<file path="config.mk">
export PLATFORM = sky130hd
export DESIGN_NAME = cvi_pattern_source
export DESIGN_NICKNAME = d
export VERILOG_FILES = /design/src/rtl/cvi_pattern_source.sv
export SDC_FILE = /design/constraint.sdc
export NUM_CORES = 1
export LEC_CHECK = 0
export BUFFER_PORTS_ARGS = -buffer_cell sky130_fd_sc_hd__buf_2
export CAP_MARGIN = 10
export CORE_MARGIN = 5
export CORE_UTILIZATION = 62
export CTS_CLUSTER_SIZE = 24
export DETAILED_ROUTE_END_ITERATION = 8
export GPL_ROUTABILITY_DRIVEN = 0
export HOLD_SLACK_MARGIN = 0.02
export PLACE_DENSITY = 0.85
export REMOVE_ABC_BUFFERS = 1
export SLEW_MARGIN = 0
export SYNTH_ARGS = -nofsm -noshare
export SYNTH_HDL_FRONTEND = slang
export SYNTH_SLANG_ARGS = --single-unit
export TNS_END_PERCENT = 50
</file>
<file path="constraint.sdc">
create_clock -name clk -period 7.9 [get_ports clk]
set_input_delay 0.395 -clock clk [delete_from_list [all_inputs] [get_ports clk]]
set_output_delay 0.395 -clock clk [all_outputs]
set_load 0.01 [all_outputs]
</file>
<file path="src/rtl/cvi_pattern_source.sv">
// Programmable progressive raster generator driving a clocked-video-input style
// parallel stream, with solid/ramp/bars/checker test patterns and frame tracking.
module cvi_pattern_source #(
    parameter int H_ACTIVE         = 720,
    parameter int H_FP             = 16,
    parameter int H_SYNC           = 62,
    parameter int H_BP             = 60,
    parameter int V_ACTIVE         = 480,
    parameter int V_FP             = 9,
    parameter int V_SYNC           = 6,
    parameter int V_BP             = 30,
    parameter bit SYNC_ACTIVE_HIGH = 1'b0
) (
    input  logic        clk,
    input  logic        reset_n,
    input  logic        enable_i,
    input  logic        pix_ce_i,
    input  logic [1:0]  pattern_sel_i,
    output logic [7:0]  vid_data_o,
    output logic        vid_de_o,
    output logic        vid_datavalid_o,
    output logic        vid_locked_o,
    output logic        vid_f_o,
    output logic        vid_h_sync_o,
    output logic        vid_v_sync_o,
    output logic [7:0]  vid_color_encoding_o,
    output logic [7:0]  vid_bit_width_o,
    output logic        sof_o,
    output logic [15:0] frame_count_o
);

    localparam int H_TOTAL = H_ACTIVE + H_FP + H_SYNC + H_BP;
    localparam int V_TOTAL = V_ACTIVE + V_FP + V_SYNC + V_BP;
    // Counters are kept at least 8/5 bits wide so the ramp and checker taps always exist.
    localparam int HW  = ($clog2(H_TOTAL) > 8) ? $clog2(H_TOTAL) : 8;
    localparam int VW  = ($clog2(V_TOTAL) > 5) ? $clog2(V_TOTAL) : 5;
    localparam int SEG = H_ACTIVE / 8;
    localparam int SW  = (SEG > 1) ? $clog2(SEG) : 1;

    localparam logic [HW-1:0] H_LAST     = HW'(H_TOTAL - 1);
    localparam logic [HW-1:0] H_ACT_END  = HW'(H_ACTIVE);
    localparam logic [HW-1:0] H_SYNC_BEG = HW'(H_ACTIVE + H_FP);
    localparam logic [HW-1:0] H_SYNC_END = HW'(H_ACTIVE + H_FP + H_SYNC);
    localparam logic [VW-1:0] V_LAST     = VW'(V_TOTAL - 1);
    localparam logic [VW-1:0] V_ACT_END  = VW'(V_ACTIVE);
    localparam logic [VW-1:0] V_SYNC_BEG = VW'(V_ACTIVE + V_FP);
    localparam logic [VW-1:0] V_SYNC_END = VW'(V_ACTIVE + V_FP + V_SYNC);
    localparam logic [SW-1:0] SEG_LAST   = SW'(SEG - 1);
    localparam logic          SYNC_ON    = SYNC_ACTIVE_HIGH;
    localparam logic          SYNC_OFF   = ~SYNC_ACTIVE_HIGH;

    typedef enum logic {ST_IDLE = 1'b0, ST_RUN = 1'b1} state_e;

    state_e        state_q, state_d;
    logic [HW-1:0] h_q, h_d, hn_s;
    logic [VW-1:0] v_q, v_d, vn_s;
    logic [SW-1:0] seg_q, seg_d;
    logic [2:0]    bar_q, bar_d;
    logic [1:0]    pat_q, pat_d;
    logic          locked_q, locked_d;
    logic [7:0]    data_q, data_d;
    logic          de_q, de_d;
    logic          hs_q, hs_d;
    logic          vs_q, vs_d;
    logic          dv_q, dv_d;
    logic          sof_q, sof_d;
    logic [15:0]   fc_q, fc_d;
    logic          emit_s, idle_s;

    function automatic logic [7:0] pattern_pixel(input logic [1:0] sel, input logic [7:0] h,
                                                 input logic v4, input logic [2:0] bar);
        logic [7:0] px;
        case (sel)
            2'd0:    px = 8'h80;
            2'd1:    px = h;
            2'd2:    px = {bar, 5'b00000};
            2'd3:    px = (h[4] ^ v4) ? 8'hEB : 8'h10;
            default: px = 8'h00;
        endcase
        return px;
    endfunction

    // Raster sequencing: h_q/v_q hold the position of the pixel currently on the outputs.
    always_comb begin
        state_d  = state_q;
        h_d      = h_q;
        v_d      = v_q;
        seg_d    = seg_q;
        bar_d    = bar_q;
        pat_d    = pat_q;
        locked_d = locked_q;
        data_d   = data_q;
        de_d     = de_q;
        hs_d     = hs_q;
        vs_d     = vs_q;
        fc_d     = fc_q;
        dv_d     = 1'b0;
        sof_d    = 1'b0;
        emit_s   = 1'b0;
        idle_s   = 1'b0;
        hn_s     = '0;
        vn_s     = '0;

        case (state_q)
            ST_IDLE: begin
                if (pix_ce_i && enable_i) begin
                    emit_s = 1'b1;
                end else begin
                    emit_s = 1'b0;
                end
            end
            ST_RUN: begin
                if (pix_ce_i) begin
                    if (h_q == H_LAST) begin
                        hn_s = '0;
                        if (v_q == V_LAST) begin
                            vn_s   = '0;
                            emit_s = enable_i;
                            idle_s = ~enable_i;
                        end else begin
                            vn_s   = v_q + 1'b1;
                            emit_s = 1'b1;
                        end
                    end else begin
                        hn_s   = h_q + 1'b1;
                        vn_s   = v_q;
                        emit_s = 1'b1;
                    end
                end else begin
                    emit_s = 1'b0;
                end
            end
            default: idle_s = 1'b1;
        endcase

        if (emit_s) begin
            state_d = ST_RUN;
            h_d     = hn_s;
            v_d     = vn_s;
            dv_d    = 1'b1;
            if ((hn_s == '0) && (vn_s == '0)) begin
                sof_d    = 1'b1;
                fc_d     = fc_q + 16'd1;
                pat_d    = pattern_sel_i;
                locked_d = (state_q == ST_RUN);
            end else begin
                pat_d    = pat_q;
            end
            if (hn_s == '0) begin
                bar_d = 3'd0;
                seg_d = '0;
            end else if (seg_q == SEG_LAST) begin
                bar_d = bar_q + 3'd1;
                seg_d = '0;
            end else begin
                bar_d = bar_q;
                seg_d = seg_q + 1'b1;
            end
            de_d   = (hn_s < H_ACT_END) && (vn_s < V_ACT_END);
            hs_d   = ((hn_s >= H_SYNC_BEG) && (hn_s < H_SYNC_END)) ? SYNC_ON : SYNC_OFF;
            vs_d   = ((vn_s >= V_SYNC_BEG) && (vn_s < V_SYNC_END)) ? SYNC_ON : SYNC_OFF;
            data_d = de_d ? pattern_pixel(pat_d, hn_s[7:0], vn_s[4], bar_d) : 8'h00;
        end else if (idle_s) begin
            state_d  = ST_IDLE;
            h_d      = '0;
            v_d      = '0;
            seg_d    = '0;
            bar_d    = 3'd0;
            locked_d = 1'b0;
            data_d   = 8'h00;
            de_d     = 1'b0;
            hs_d     = SYNC_OFF;
            vs_d     = SYNC_OFF;
        end else begin
            state_d  = state_q;
        end
    end

    // State and output registers.
    always_ff @(posedge clk or negedge reset_n) begin
        if (!reset_n) begin
            state_q  <= ST_IDLE;
            h_q      <= '0;
            v_q      <= '0;
            seg_q    <= '0;
            bar_q    <= 3'd0;
            pat_q    <= 2'd0;
            locked_q <= 1'b0;
            data_q   <= 8'h00;
            de_q     <= 1'b0;
            hs_q     <= SYNC_OFF;
            vs_q     <= SYNC_OFF;
            dv_q     <= 1'b0;
            sof_q    <= 1'b0;
            fc_q     <= 16'd0;
        end else begin
            state_q  <= state_d;
            h_q      <= h_d;
            v_q      <= v_d;
            seg_q    <= seg_d;
            bar_q    <= bar_d;
            pat_q    <= pat_d;
            locked_q <= locked_d;
            data_q   <= data_d;
            de_q     <= de_d;
            hs_q     <= hs_d;
            vs_q     <= vs_d;
            dv_q     <= dv_d;
            sof_q    <= sof_d;
            fc_q     <= fc_d;
        end
    end

    assign vid_data_o           = data_q;
    assign vid_de_o             = de_q;
    assign vid_datavalid_o      = dv_q;
    assign vid_locked_o         = locked_q;
    assign vid_f_o              = 1'b0;
    assign vid_h_sync_o         = hs_q;
    assign vid_v_sync_o         = vs_q;
    assign vid_color_encoding_o = 8'h00;
    assign vid_bit_width_o      = 8'd8;
    assign sof_o                = sof_q;
    assign frame_count_o        = fc_q;

endmodule

</file>
## Word-level counts from Yosys, hierarchy flattened

Index checks and enable logic that the tools add are counted.

- Muxes and demuxes: 47
- Eq/ne operators: 7
- Add/sub/neg operators: 5
- $lt $le $gt $ge: 6
- Reductions and logical operators: 11
- Bitwise operators: 3

Operators with widths:

| kind | count |
|---|---|
| 10-bit 2-to-1 mux | 10 |
| 8-bit 2-to-1 mux | 4 |
| 8-bit case mux with 4 select lines | 1 |
| 7-bit 2-to-1 mux | 4 |
| 1-bit 2-to-1 mux | 21 |
| 10-bit by 1-bit adder with 10-bit output, second input constant | 2 |
| 10-bit == test, second input constant | 2 |
| 10-bit logical NOT | 2 |
| 10-bit less-than comparator, second input constant | 2 |
| 10-bit by 9-bit less-than comparator with 1-bit output, second input constant | 2 |
| 16-bit by 1-bit adder with 16-bit output, second input constant | 1 |
| 3-bit 2-to-1 mux | 4 |
| 10-bit greater-or-equal comparator, second input constant | 1 |
| 10-bit by 9-bit greater-or-equal comparator with 1-bit output, second input constant | 1 |
| 7-bit by 1-bit adder with 7-bit output, second input constant | 1 |
| 7-bit == test, second input constant | 1 |
| 1-bit logical AND | 5 |
| 2-bit == test, second input constant | 2 |
| 2-bit 2-to-1 mux | 2 |
| 2-bit AND reduction | 2 |
| 3-bit by 1-bit adder with 3-bit output, second input constant | 1 |
| 2-bit by 1-bit == test with 1-bit output, second input constant | 1 |
| 2-bit logical NOT | 1 |
| 2-bit by 1-bit != test with 1-bit output, second input constant | 1 |
| other kinds (4) | 5 |

- Register bits after elaboration: 63
- Input port bits: 6

## Logic depth before layout (Yosys ltp)

- Word-level depth: 13
- Depth in mapped cells: 13
- Depth with buffers taken out: 11

## Worst setup path after synthesis

Ideal clock, no wire load.

- Path kind: register to register
- Start: register h_q[1]
- End: register fc_q[12], in the netlist frame_count_o[12]
- Stages on the path, launching flop included: 13
- Arrival time: 3.184 ns
- Path slack: 4.591 ns
- Buffers on the path: 1
- Path through: dfrtp_1 > inv_1 > ha_1 > or4b_4 > o211ai_2 > a31o_4 > o21ai_2 > or4_4 > or4_1 > buf_2 > nor3_2 > nand3_1 > xnor2_1

- Cells in the longest elaborated chain, start to end: 7
- Elaborated cells between the ends (all ways): 15
- Classes of those cells: 1 x add/sub; 1 x eq/ne; 9 x mux; 4 x reduce/logical

RTL lines:

| item | RTL line | RTL |
|---|---|---|
| start, declared | 55 | `logic [HW-1:0] h_q, h_d, hn_s;` |
| start signal, assigned | 183 | `h_q <= '0;` |
| start signal, assigned | 198 | `h_q <= h_d;` |
| 10-bit by 1-bit adder with 10-bit output / 10-bit == test (equally long branches) | 125, 114 |  |
| 10-bit 2-to-1 mux | 114 | `if (h_q == H_LAST) begin` |
| 10-bit 2-to-1 mux | 113 | `if (pix_ce_i) begin` |
| 10-bit 2-to-1 mux | 104 | `case (state_q)` |
| 10-bit logical NOT | 141 | `if ((hn_s == '0) && (vn_s == '0)) begin` |
| 1-bit logical AND | 141 |  |
| 2-bit AND reduction (no source line) * | -- |  |
| end signal, assigned | 195 | `fc_q <= 16'd0;` |
| end signal, assigned | 210 | `fc_q <= fc_d;` |
| end, declared | 67 | `logic [15:0] fc_q, fc_d;` |

Mark *: on every way between the ends. The rest lies on a longest branch, timed or not.
A chain may end at the register's enable or synchronous reset.

## Final worst setup path

- Start: register h_q[0]
- End: register fc_q[8], in the netlist frame_count_o[8]

The elaborated chain is that of the path after synthesis.

==> impl_summary.md <==
Routing
After detailed routing, the number of remaining DRC violations is 0. The mean number of vias per cell is 6.13. Once detail routing completed, the nets flagged for antenna violations numbered 0. The total iterations of the first detailed-routing run is 5. The detailed router put a total of between 3000 and 4000 um of wire on met1. The routed wirelength normalized by instance count is 16.4 um. The routed design has roughly 8700 um of wire. The total met2 wirelength after detailed routing is ~4000 um. In this run the top signal layer used is met4.

The first routing iteration left 203 violations. The routed layout has between 3,000 and 4,000 vias. The length of routed met3 wiring is 709 um.

Pwr
Dividing total power by cell area gives a power density of around 230 nW/um^2. The leakage power is 1.82 nW. Power comes to 0.916 mW. IR analysis of the VDD net gives a maximum drop of 0.190 mV.

Worst setup path
Of all nets on the critical path, the largest fanout is 13. The arrival time of data at the critical path endpoint is 4.43 ns. The kind of start point of the critical path is a flip-flop. The critical path class is reg2reg. The data required time of the worst path is 8.17 ns. The critical path capture point type is a flip-flop.

Clock tree
The post-CTS resize count is 0. The maximum clock path buffer count is 2. The later-pin clock latency in the skew report is ~0.35 ns. The number of buffers added to fix hold violations after cts is 0. Clock-pin slew was measured on the worst setup and hold paths at about 0.070 ns.

The setup fix buffers added after clock tree synthesis is 0. The clock net sink count is 63. CTS built an H-tree with a depth of 3.

The CTS buffer count is 9. The TritonCTS clock tree is done. The root buffer cell chosen for the clock tree is clkbuf_8.

Placement
The wire-length estimate of the detail-placed layout is around 6000 um. The number of placed instances, taps included, is 512. The number of buffer cells added on primary ports is 35.

At the placement stage, the worst setup path has a slack of 3.87 ns.

Global routing
The initial antenna violation count is 0. The global-route wire length before repair is 14,200 um. The all-layer global routing usage is 23.6%. The largest net degree at the start of global routing is 64. After global routing the overflow that remains totals 0. The number of global-route vias before repair came to 3,041.

Timing
The tightest hold path in the finished design has a slack of 0.199 ns. Setup slack on the critical path of the routed design comes to 3.74 ns. At the pin with the least slew margin, the transition time is ~1.1 ns. The final setup violation count is 0.

The final-report hold violation count is 0. Between clock sinks in the finished design, the worst skew comes to about 0.0076 ns. The share of the clock period used by the worst path after layout is 52.6%. Setup repair after global routing left no endpoint under its margin. The aggregate negative setup slack is 0 ns. Measured against its own limit, the worst slew margin works out to 26.6%. The max-slew violation count is 0.

After layout, the minimum clock period comes to 4.16 ns. Timing would allow up to 241 MHz.

Yosys
In this run the cell area of the synthesized design comes to 3730 sq um. Synthesis inferred 63 register bits. The number of different library cells in the post-synthesis netlist is 57. Sorting the synthesized cells by area gives the leading types as dfrtp_1 (41%), nand2_1 (6.6%), nand3_1 (4.6%). For this run, the number of Yosys warnings is 0. The prevailing post-synth register cell is dfrtp_1. The sequential area share after synthesis is 42.4%. Yosys mapped a number of flops with a built-in enable equal to 0. In the synthesized netlist the async set-or-reset flop fraction comes to 100%. The largest area contributor in the synthesized netlist is dfrtp_1. After synthesis, the mean cell area works out to 8.92 sq um. Of the post-synthesis cell area, the dominant cell type holds approximately two fifths.

The instance count of the mapped netlist is roughly 420. The most common cell in the synthesized netlist is nand2_1. Ranked by instance count, the synthesized netlist is headed by nand2_1 (66), dfrtp_1 (61), nand3_1 (34).

Die
The area inside the core boundary is about 6000 sq um. The initial utilization of the core area, before any placement, comes to 63.3%. The total I/O pin count is 53.

In this run the horizontal extent of the chip is 87.5 um. The number of placement rows is 28. The die is between 80 and 90 um tall.

The area of the die is 7660 sq um.

Flow run
The tool flagged a number of max-cap violations equal to 0.

Worst hold path
The path category of the worst min-delay check is in2async.

Finish
Counting the fill cells in the layout gives 441. The number of antenna diodes in the final layout is 0. The count of cells in the finished layout, fillers not included, comes to ~530. The area growth from synthesis to layout is 8.46%. In the final design database the tool counted 462 nets. The fraction of final layout cells with drive strength greater than 1 is 15.0%.

Outcome
The run finished with clean final reports.
area by class of cell:
cell class / instances / area, sq um / share of cell area (%)
multi-input combinational: 330 / 1980 / 49.0
sequential: 63 / 1580 / 39.1
timing repair buffer: 37 / 190 / 4.70
clock buffer: 10 / 138 / 3.40
tap: 75 / 93.8 / 2.32
clock inverter: 6 / 36.3 / 0.898
inverter: 7 / 26.3 / 0.650
per-stage QoR:
step                      cell area, sq um  util (%)
final                                 4040      68.7
after global routing                  4040      68.7
after CTS                             4040      68.7
after detailed placement              3870      65.7
after global placement                3870      65.7
after floorplan                       3580         -
critical path, stage by stage (launching register included):
cell and delay, ns:
dfrtp_1 0.49, ha_1 0.20, nor4b_1 0.45, nand3_1 0.50, o21ai_0 0.21, a21oi_1 0.09
or4_4 0.59, or4_1 0.77, or3_1 0.48, nor2_1 0.13, xor2_1 0.16
final timing paths:
path | startpoint | endpoint | slack, ns | cells after the start
worst max register to register | h_q[0] | frame_count_o[8] | 3.74 | 10
worst min register to register | frame_count_o[15] | frame_count_o[15] | 0.48 | 1
min in group clk | pattern_sel_i[1] | pat_q[1] | 0.32 | 3
worst max-delay path | h_q[0] | frame_count_o[8] | 3.74 | 10
worst min-delay path | reset_n | v_q[3] | 0.20 | 2
max in group asynchronous | reset_n | frame_count_o[1] | 7.15 | 2
where the power goes:
part | leakage (nW) | switching, mW | internal (mW)
Clock | 0.0918 | 0.129 | 0.120
Sequential | 0.827 | 0.0672 | 0.370
Combinational | 0.902 | 0.135 | 0.0945
per-layer routing:
layer / vias up / track usage [%]
met2: 160 / 36.6
met4: 0 / 10.6
met1: 1535 / 31.2
met3: 31 / 6.30
met5: - / 0
li1: 1509 / -
cells by family after synthesis:
kind of cell / share of synthesized area, %
muxes: 2.22
adders and majority gates: 2.69
and+or+nand+nor: 26.5
xor gates and xnor gates: 6.81
DFF: 42.4
buffers and inverters: 6.14
AOI/OAI and AO/OA: 13.1
other: 0.201
state kept, by name (all words and copies together) (netlist names), 2 cells and up:
register	cells
bar_q	3
h_q	10
frame_count_o	16
pat_q	2
seg_q	7
v_q	10
vid_data_o	8
cells in the final DEF (no fill, tap or decap), types with 3 or more instances in the layout:
cell,count
and3_1,9
mux2i_1,6
nand2b_1,6
clkinv_2,4
dfrtp_1,61
nand3_1,34
a21oi_1,12
nand4_1,9
nor2_1,25
clkbuf_8,10
nor3_1,12
a21o_1,8
o22ai_1,4
conb_1,17
or3_1,3
buf_2,35
or4_1,3
ha_1,8
o21ai_0,21
nor4_1,9
o211ai_1,4
xor2_1,10
and2_1,4
inv_1,7
nand2_1,66
xnor2_1,19
o21a_1,5
No activity file was read; power rests on OpenSTA's default activity.
